[config.mk]
export PLATFORM = sky130hd
export DESIGN_NAME = oam_dma_master
export DESIGN_NICKNAME = d
export VERILOG_FILES = /design/src/rtl/oam_dma_master.sv
export SDC_FILE = /design/constraint.sdc
export NUM_CORES = 1
export LEC_CHECK = 0
export ABC_AREA = 1
export CAP_MARGIN = 20
export CORE_ASPECT_RATIO = 1.25
export CORE_UTILIZATION = 40
export DETAILED_ROUTE_END_ITERATION = 7
export GPL_TIMING_DRIVEN = 0
export PLACE_DENSITY_LB_ADDON = 0.15
export SYNTH_ARGS = -nofsm -noshare
export SYNTH_HDL_FRONTEND = slang
export SYNTH_SLANG_ARGS = --single-unit
[constraint.sdc]
create_clock -name clk -period 3.3 [get_ports clk]
set_clock_uncertainty 0.1 [all_clocks]
set_input_delay 0.495 -clock clk [delete_from_list [all_inputs] [get_ports clk]]
set_output_delay 0.495 -clock clk [all_outputs]
set_load 0.05 [all_outputs]
[src/rtl/oam_dma_master.sv]
// NES sprite DMA initiator: a CPU write to $4014 stalls the CPU and copies
// one 256-byte page to the PPU OAM data port through the shared memory bus.
module oam_dma_master #(
    parameter logic [15:0] DMA_REG_ADDR  = 16'h4014,
    parameter logic [15:0] OAM_DATA_ADDR = 16'h2004,
    parameter int          XFER_LEN      = 256
) (
    input  logic        clk,
    input  logic        rst,
    input  logic        cpu_ce,
    input  logic        cpu_wr,
    input  logic [15:0] cpu_addr,
    input  logic [7:0]  cpu_dout,
    output logic        dma_halt,
    output logic        bus_cs_n,
    output logic        bus_rd,
    output logic        bus_wr,
    output logic [15:0] bus_addr,
    output logic [7:0]  bus_dout,
    output logic        bus_oe,
    input  logic [7:0]  bus_din,
    output logic        dma_done
);

    typedef enum logic [2:0] {
        IDLE,
        HALT,
        ALIGN,
        READ,
        WRITE
    } state_t;

    localparam logic [7:0] LAST_IDX = 8'(XFER_LEN - 1);

    state_t     state;
    logic       parity;
    logic [7:0] idx;
    logic [7:0] page;

    always_ff @(posedge clk) begin
        if (rst) begin
            state    <= IDLE;
            parity   <= 1'b0;
            idx      <= 8'd0;
            page     <= 8'd0;
            dma_halt <= 1'b0;
            bus_cs_n <= 1'b1;
            bus_rd   <= 1'b0;
            bus_wr   <= 1'b0;
            bus_addr <= 16'd0;
            bus_dout <= 8'd0;
            bus_oe   <= 1'b0;
            dma_done <= 1'b0;
        end else begin
            dma_done <= 1'b0;
            if (cpu_ce) begin
                parity <= ~parity;
                unique case (state)
                    IDLE: begin
                        if (cpu_wr && cpu_addr == DMA_REG_ADDR) begin
                            page     <= cpu_dout;
                            idx      <= 8'd0;
                            dma_halt <= 1'b1;
                            state    <= HALT;
                        end
                    end
                    HALT: begin
                        // Reads must land on an even CPU cycle
                        if (parity) begin
                            state <= ALIGN;
                        end else begin
                            state    <= READ;
                            bus_cs_n <= 1'b0;
                            bus_rd   <= 1'b1;
                            bus_addr <= {page, idx};
                        end
                    end
                    ALIGN: begin
                        state    <= READ;
                        bus_cs_n <= 1'b0;
                        bus_rd   <= 1'b1;
                        bus_addr <= {page, idx};
                    end
                    READ: begin
                        state    <= WRITE;
                        bus_rd   <= 1'b0;
                        bus_wr   <= 1'b1;
                        bus_oe   <= 1'b1;
                        bus_addr <= OAM_DATA_ADDR;
                        bus_dout <= bus_din;
                    end
                    WRITE: begin
                        bus_wr <= 1'b0;
                        bus_oe <= 1'b0;
                        if (idx == LAST_IDX) begin
                            state    <= IDLE;
                            idx      <= 8'd0;
                            dma_halt <= 1'b0;
                            dma_done <= 1'b1;
                            bus_cs_n <= 1'b1;
                            bus_addr <= 16'd0;
                        end else begin
                            state    <= READ;
                            idx      <= idx + 8'd1;
                            bus_rd   <= 1'b1;
                            bus_addr <= {page, idx + 8'd1};
                        end
                    end
                    default: state <= IDLE;
                endcase
            end
        end
    end

endmodule

# --- Word level (Yosys, flattened, before mapping) ---
# Index checks and enable logic that the tools add are counted.
# Widths: inputs -> output; s select.
totals:
  ff_bits: 49
  latchBits: 0
  ram_bits: 0
  mem_bits_ro: 0
  in_bits: 36
  n_memories: 0
op_classes:
  add_sub_neg: 1
  mul: 0
  div: 0
  n_lt_le_gt_ge: 0
  eq_ne: 10
  n_shift: 0
  mux: 21
  bitwise: 3
  n_reduce_logical: 16
ops:
  columns: ["op", "n"]
  rows:
  - ["$pmux 16 s4", 1]
  - ["$mux 16", 2]
  - ["$eq 16x15->1 const B", 1]
  - ["$mux 8", 2]
  - ["$pmux 8 s2", 1]
  - ["$pmux 3 s5", 1]
  - ["$reduce_and 4->1", 3]
  - ["$reduce_and 3->1", 3]
  - ["$add 8x1->8 const B", 1]
  - ["$eq 8x8->1 const B", 1]
  - ["$mux 1", 8]
  - ["$ne 2x2->1 const B", 4]
  - ["$eq 3x2->1 const B", 2]
  - ["$reduce_and 2->1", 3]
  - ["$pmux 1 s2", 2]
  - ["$pmux 1 s4", 1]
  - ["$reduce_bool 2->1", 2]
  - ["$reduce_bool 4->1", 1]
  - ["$eq 3x1->1 const B", 1]
  - ["$eq 3x3->1 const B", 1]
  - ["$logic_not 3->1", 1]
  - ["$mux 3", 1]
  - ["$not 1->1", 3]
  - ["$pmux 1 s3", 1]
  - ["4 further kinds", 4]

# --- Logic depth before layout (Yosys ltp) ---
logic_depth:
  ltp_word: 4
  mapped_depth: 11
  ltp_nobuf: 10

# --- Worst setup path after synthesis ---
# Ideal clock, no wire load.
synth_path:
  path_type: "input to register"
  start: "in cpu_addr[3]"
  end: "reg idx[7]"
  arrival_time_ns: 1.482
  required_ns: 3.087
  slack_ns: 1.605
  cell_stages: 8
  path_buffers: 1
  path_cell_list: "or2_0 nor2_1 nand3_1 nand2_2 nand3_1 buf_4 nor2_1 nor2_1"
synth_via:
  elab_chain_len: 4
synth_lines:
  columns: ["item", "line_no", "source"]
  rows:
  - ["start: declaration", "12", "input logic [15:0] cpu_addr,"]
  - ["$eq 16x15->1", "60", "if (cpu_wr && cpu_addr == DMA_REG_ADDR) begin"]
  - ["$logic_and 1x1->1", "60", null]
  - ["$ne 2x2->1 (no line)", null, null]
  - ["$reduce_and 3->1 (no line)", null, null]
  - ["end signal: assignment", "104", "idx <= idx + 8'd1;"]
  - ["end: declaration", "37", "logic [7:0] idx;"]
# No other way between the ends.
# A chain may end at the register's enable or synchronous reset.

==> flow_metrics.tcl <==
set metrics [dict create \
    dieArea_sq_um 6030 \
    dr.pass1.iters 4 \
    h-tree-depth 2 \
    syn_inst 333 \
    outcome "completed" \
    io_pins 66 \
    synthXorXnorAreaFrac_pct 0.765 \
    grt_max_degree 15 \
    dp.cells 461 \
    path_max_fanout 3 \
    dp_worst_setup_slack_ns 1.03 \
    cts_made_buffers 5 \
    p_seq_share_pct 47.1 \
    postCtsHoldBufs 0 \
    fin_crit_sh_pct 65.7 \
    path_cells "buf_4 > clkdlybuf4s50_1" \
    antennaDiodeCount 0 \
    cp-end-kind "output pin" \
    fin_util_pct 56.8 \
    max_slew_margin_pct 61.3 \
    numPortBuffers 64 \
    worst_pin_slew_ns 0.581 \
    final_cell_count_no_fill 468 \
    dpl.hpwl_um 4040 \
    vias 2319 \
    avgSynthCellArea_sq_um 6.88 \
    ir_worst_vdd_v 0.000228 \
    area_growth_pct 36.0 \
    seq_area_frac_synth_pct 42.8 \
    ctsRootBufferMaster "clkbuf_8" \
    die_h_um 86.6 \
    cts_tree "built" \
    die_w_um 69.7 \
    setup_tns_ns 0 \
    clock_latency_ns 0.31 \
    grt_overflow 0 \
    layout_common_cells "nor2_1, clkdlybuf4s50_1, nand2_1" \
    finalMaxSlewViolations 0 \
    rows 30 \
    post-cts-setup-buffers 0 \
    mostFrequentLayoutCell "nor2_1" \
    crit_arrival_ns 1.57 \
    worst_path_max_delay_cell "clkdlybuf4s50_1" \
    ant_nets 0 \
    rsz0062_at_grt "no" \
    fin_ws_ns 1.13 \
    startpoint_type "flip-flop" \
    antenna_found_initial 0 \
    fmax_mhz 461 \
    cts.repair.resized 0 \
    initial_core_util_pct 41.8 \
    track_usage_pct 19.6 \
    routedWlPerCell_um 12.1 \
    p_switching_uw 411 \
    synth_fa_ha_area_share_pct 0.546 \
    period_minus_slack_ns 2.17 \
    synth_top_family_by_area "simple AND/OR/NAND/NOR gates" \
    hold_slack_ns 0.371 \
    cts_sinks 49 \
    synth_compound_area_share_pct 13.7 \
    synth_area_sq_um 2290 \
    hold_viol_final 0 \
    p_clk_share_pct 30.6 \
    yosys.cell_types.count 32 \
    grt_pass1_wl_um 9470 \
    yosys_warnings 0 \
    power_mw 1.38 \
    drv_cap 0 \
    clockBufferDepth 2 \
    switching_share_pct 29.9 \
    criticalPathCategory "flip-flop to output pin" \
    coreArea_sq_um 5480 \
    synth_seq_cells 49 \
    hp-class "flip-flop to flip-flop" \
    yosys-mux-area-fraction_pct 0 \
    syn_nets 370 \
    yosys.area_share.simple_pct 33.2 \
    power_frac_comb_pct 22.3 \
    clk_pin_slew_ns 0.09 \
    post_dp_cell_area_sq_um 3010 \
    gp_congestion 0.846 \
    grt_pass1_vias 2219 \
    drt-vias-per-instance 4.96 \
    leakagePower_nw 1.35 \
    power_density_nw_per_um2 442 \
    route.detailed.drc 0 \
    final_layout_size_suffix_gt1_share_pct 7.43 \
    design_area_sq_um 3110 \
    crit_path_max_incr_delay_ns 0.80 \
    intPower_uw 966 \
    drt_iter0_markers 110 \
    setup_viol 0 \
    cp.required_ns 2.70 \
    nets 441 \
    wl_um 5670 \
]
[registers in the layout, indices dropped and copies added, names as in the netlist]
signal	count
bus_addr	16
bus_cs_n	1
bus_dout	8
bus_oe	1
bus_rd	1
dma_done	1
dma_halt	1
idx	8
page	8
parity	1
state	3
[area by class of cell]
cell class | instances | area, sq um
inverters | 35 | 134
fillers | 514 | 2370
plain buffers | 12 | 70.1
repair buffers | 64 | 641
clock buffers | 5 | 68.8
well taps | 64 | 80.1
flip-flops and latches | 49 | 981
clock inverters | 2 | 35.0
multi-input cells | 237 | 1100
[cell families after synthesis]
family          count (synthesis)
simple gates                  178
compound gates                 56
xor+xnor                        2
buf+inv                        47
fa+ha+maj                       1
flops                          49
[cell usage after synthesis, drive strengths merged]
master	instances	share of area [%]
clkinv	1	0.16
nor4	1	0.27
nand3	11	2.6
o311ai	1	0.38
nand3b	1	0.33
and2	1	0.27
inv	34	5.7
ha	1	0.55
nand2	64	11
nand4	7	2.2
dfxtp	49	43
a21oi	21	4.6
buf	6	2.1
or2	1	0.27
o21ai	34	8.7
nor3	3	0.66
clkbuf	6	0.98
nor2	89	15
xor2	2	0.77
[critical path: cells and delay by family (launching register included)]
family	cells	cell delay [ns]
buf+inv	2	0.91
flops	1	0.36
[routing by layer]
layer	track usage (%)	wire length (um)	vias to the layer above
met5	0	0	-
met4	9.64	153	0
met3	4.19	399	10
met2	34.8	2650	76
met1	22.3	2470	1037
li1	-	-	1196
[worst paths after layout]
path                   to  slack [ns]  cells after the start  startpoint
max                bus_wr        1.13                      2      bus_oe
min              dma_halt        0.37                      2    dma_halt
max reg2reg  bus_addr[11]        1.28                      8      idx[1]
min reg2reg      dma_halt        0.37                      2    dma_halt
[power groups by stage]
stage | Combinational [mW] | Clock, mW | Sequential, mW
6_report | 0.307 | 0.421 | 0.648
5_1_grt | 0.337 | 0.447 | 0.652
4_1_cts | 0.309 | 0.429 | 0.649
3_5_place_dp | 0.307 | 0 | 0.662
3_3_place_gp | 0.305 | 0 | 0.661
2_1_floorplan | 0.129 | 0 | 0.727
No activity file was read; power rests on OpenSTA's default activity.
==> edit: new RTL, same flow settings <==
Make the reset (`rst`) asynchronous in one clocked block.
--- a/src/rtl/oam_dma_master.sv
+++ b/src/rtl/oam_dma_master.sv
@@ -37,7 +37,7 @@
     logic [7:0] idx;
     logic [7:0] page;
 
-    always_ff @(posedge clk) begin
+    always_ff @(posedge clk or posedge rst) begin
         if (rst) begin
             state    <= IDLE;
             parity   <= 1'b0;
Function: differs if rst is asserted again (counterexample within 4 cycles, from zero or initial values and one cycle with rst high); with rst held inactive, the same outputs for 10 cycles.
==> edit against the original RTL <==
- first-iteration DRC count decreased by 2.7%
- wire length decreased by 2.9%
- final area increased by 7.4%
- register-to-register slack improved by 200 ps
- setup slack got worse by 62 ps
- critical path depth decreased by 1
- via count decreased by 6.1%
- global-route usage decreased by 0.62 points
- sequential cell count unchanged
- synthesized area increased by 7.5%
- highest routed layer unchanged
Power is not compared: it rests on default switching activity, and its combinational part moved more than twofold at a synthesized area within 25%.
==> edit: results (changes against the original RTL) <==
- The run finished with clean final reports.
* Gp weighted congestion: 0.8126 (-4.0%)
* Count of unique library cells instantiated by Yosys: 31 (-3.1%)
* Clock buffer instance count of the final layout: 6 (+1)
- Maximum root-to-sink buffer count: 2 (unchanged)
- The maximum number of pins on one net before global-route repair came to 27 (+12).
* Transition at the pin with the smallest max-transition slack: 534.3 ps (-46.44 ps)
* Hold Path Origin: bus_dout[0]
- Gate count of the mapped netlist: 310 (-6.9%)
- Multi-input gate count: 220 (-7.2%)
- In this run the worst setup path begins at bus_cs_n.
- Source-to-sink clock delay at the later pin of the worst-skew pair: roughly 300 ps
- Most used flip-flop cell after synthesis: dfrtp_1
- Commonest cells post-synth: 112 x nand2_1, 48 x dfrtp_1, 35 x nor2_1
- The total of plain and repair buffers excluding clock buffers was 74 (-2.6%).
- The non-clock buffer share of cell area is 21.69% (-1.1 points).
- The post-route worst hold slack is 376.2 ps (+5.020 ps).
- The proportion of synthesized chip area in sequential cells is 49.85% (+7.0 points).
- Net switching is 44.31% of the power.
- The detailed placer's ending HPWL was 4018 um (-0.45%).
- The wire length per cell is 11.83 um (-2.3%).
- The diode insertion count for antenna repair came to 0 (unchanged).
- The multi-input logic portion of the cell area was 31.30% (-4.2 points).
- The path with the worst hold slack has its endpoint at bus_dout[0].
- The average via count per standard cell came to 4.684 (-5.5%).
- Asr flop ratio synth: 100.0% (+100 points)
* Cells on worst reg2reg path: 10 (+2)
- The adder and majority gate portion of the synthesized area was 0.5081% (-0.038 points).
* Crit Path Max Fanout: 2 (-1)
- Crit Reg-Reg Endpoint: dma_halt
- R2r setup slk: 1480 ps (+200 ps)
- Total number of nets in the final design: 419 (-5.0%)
- Among cell families on the critical path, the largest total delay comes from buffers and inverters.
- The worst hold path cell count came to 2 (unchanged).
- The number of global-route vias before repair came to 2220 (+0.045%).
- Yosys attributes the largest share of cell area to dfrtp_1 49%, nand2_1 17%, nor2_1 5.3%, inv_1 4.6%, nand3_1 3.9%.
* Critical path capture point: bus_cs_n
* Register fraction of the total cell area: 36.69% (+5.2 points)
- The number of filler instances in the final layout was 532 (+3.5%).
* First-pass GRT wire length: 9756 um (+3.1%)
- The placed cell count came to 457 (-0.87%).
* Critical R2R Launch: idx[0]
* Count of inverters not on the clock network in the layout: 32 (-8.6%)
- The xor and xnor area share after synthesis came to 0.7114% (-0.054 points).
* Area fraction in compound gates after synthesis: 6.352% (-7.4 points)
* Initial detailed-routing violation count: 107 (-2.7%)
- All-Layer GR Usage: 18.95% (-0.62 points)
- Wire length after detailed routing: 5500 um (-2.9%)
- Relative area of clock buffers and inverters in the final design: 3.590% (+0.26 points)
- Share of final-layout standard cells stronger than drive strength 1: 10.18% (+2.8 points)
- The number of nets produced by synthesis came to 347 (-6.2%).
[edit: changes by cell type after synthesis, sizes merged, moves of 2 or more]
cell,unedited run,this run
nand4,7,11
dfrtp,0,48
nor3,3,1
inv,34,32
dfxtp,49,0
nand3,11,21
clkbuf,6,1
nor3b,0,2
a21oi,21,3
nor2,89,39
buf,6,8
nand2,64,115
o21ai,34,21
[edit: routing by layer]
layer,vias up,GRT usage [%],routed length [um]
met5,-,0,0
met4,0,8.660,157
met3,12,3.700,207
met2,51,32.79,2798
met1,997,22.09,2337
li1,1118,-,-
[edit: power by group through the flow]
stage	Sequential, mW	Combinational, mW	Clock, mW
after floorplan	1.09	0.489	0
after global placement	0.820	1.11	0
after detailed placement	0.821	1.13	0
after CTS	0.812	1.13	0.461
after global routing	0.829	1.21	0.488
final	0.811	1.12	0.452
[edit: through the flow]
step,setup WS (ps),cell area (um2)
6_report,1068,3346
5_1_grt,1044,3346
4_1_cts,1063,3346
3_5_place_dp,993.1,3226
3_3_place_gp,560.1,3206
2_1_floorplan,1534,2462
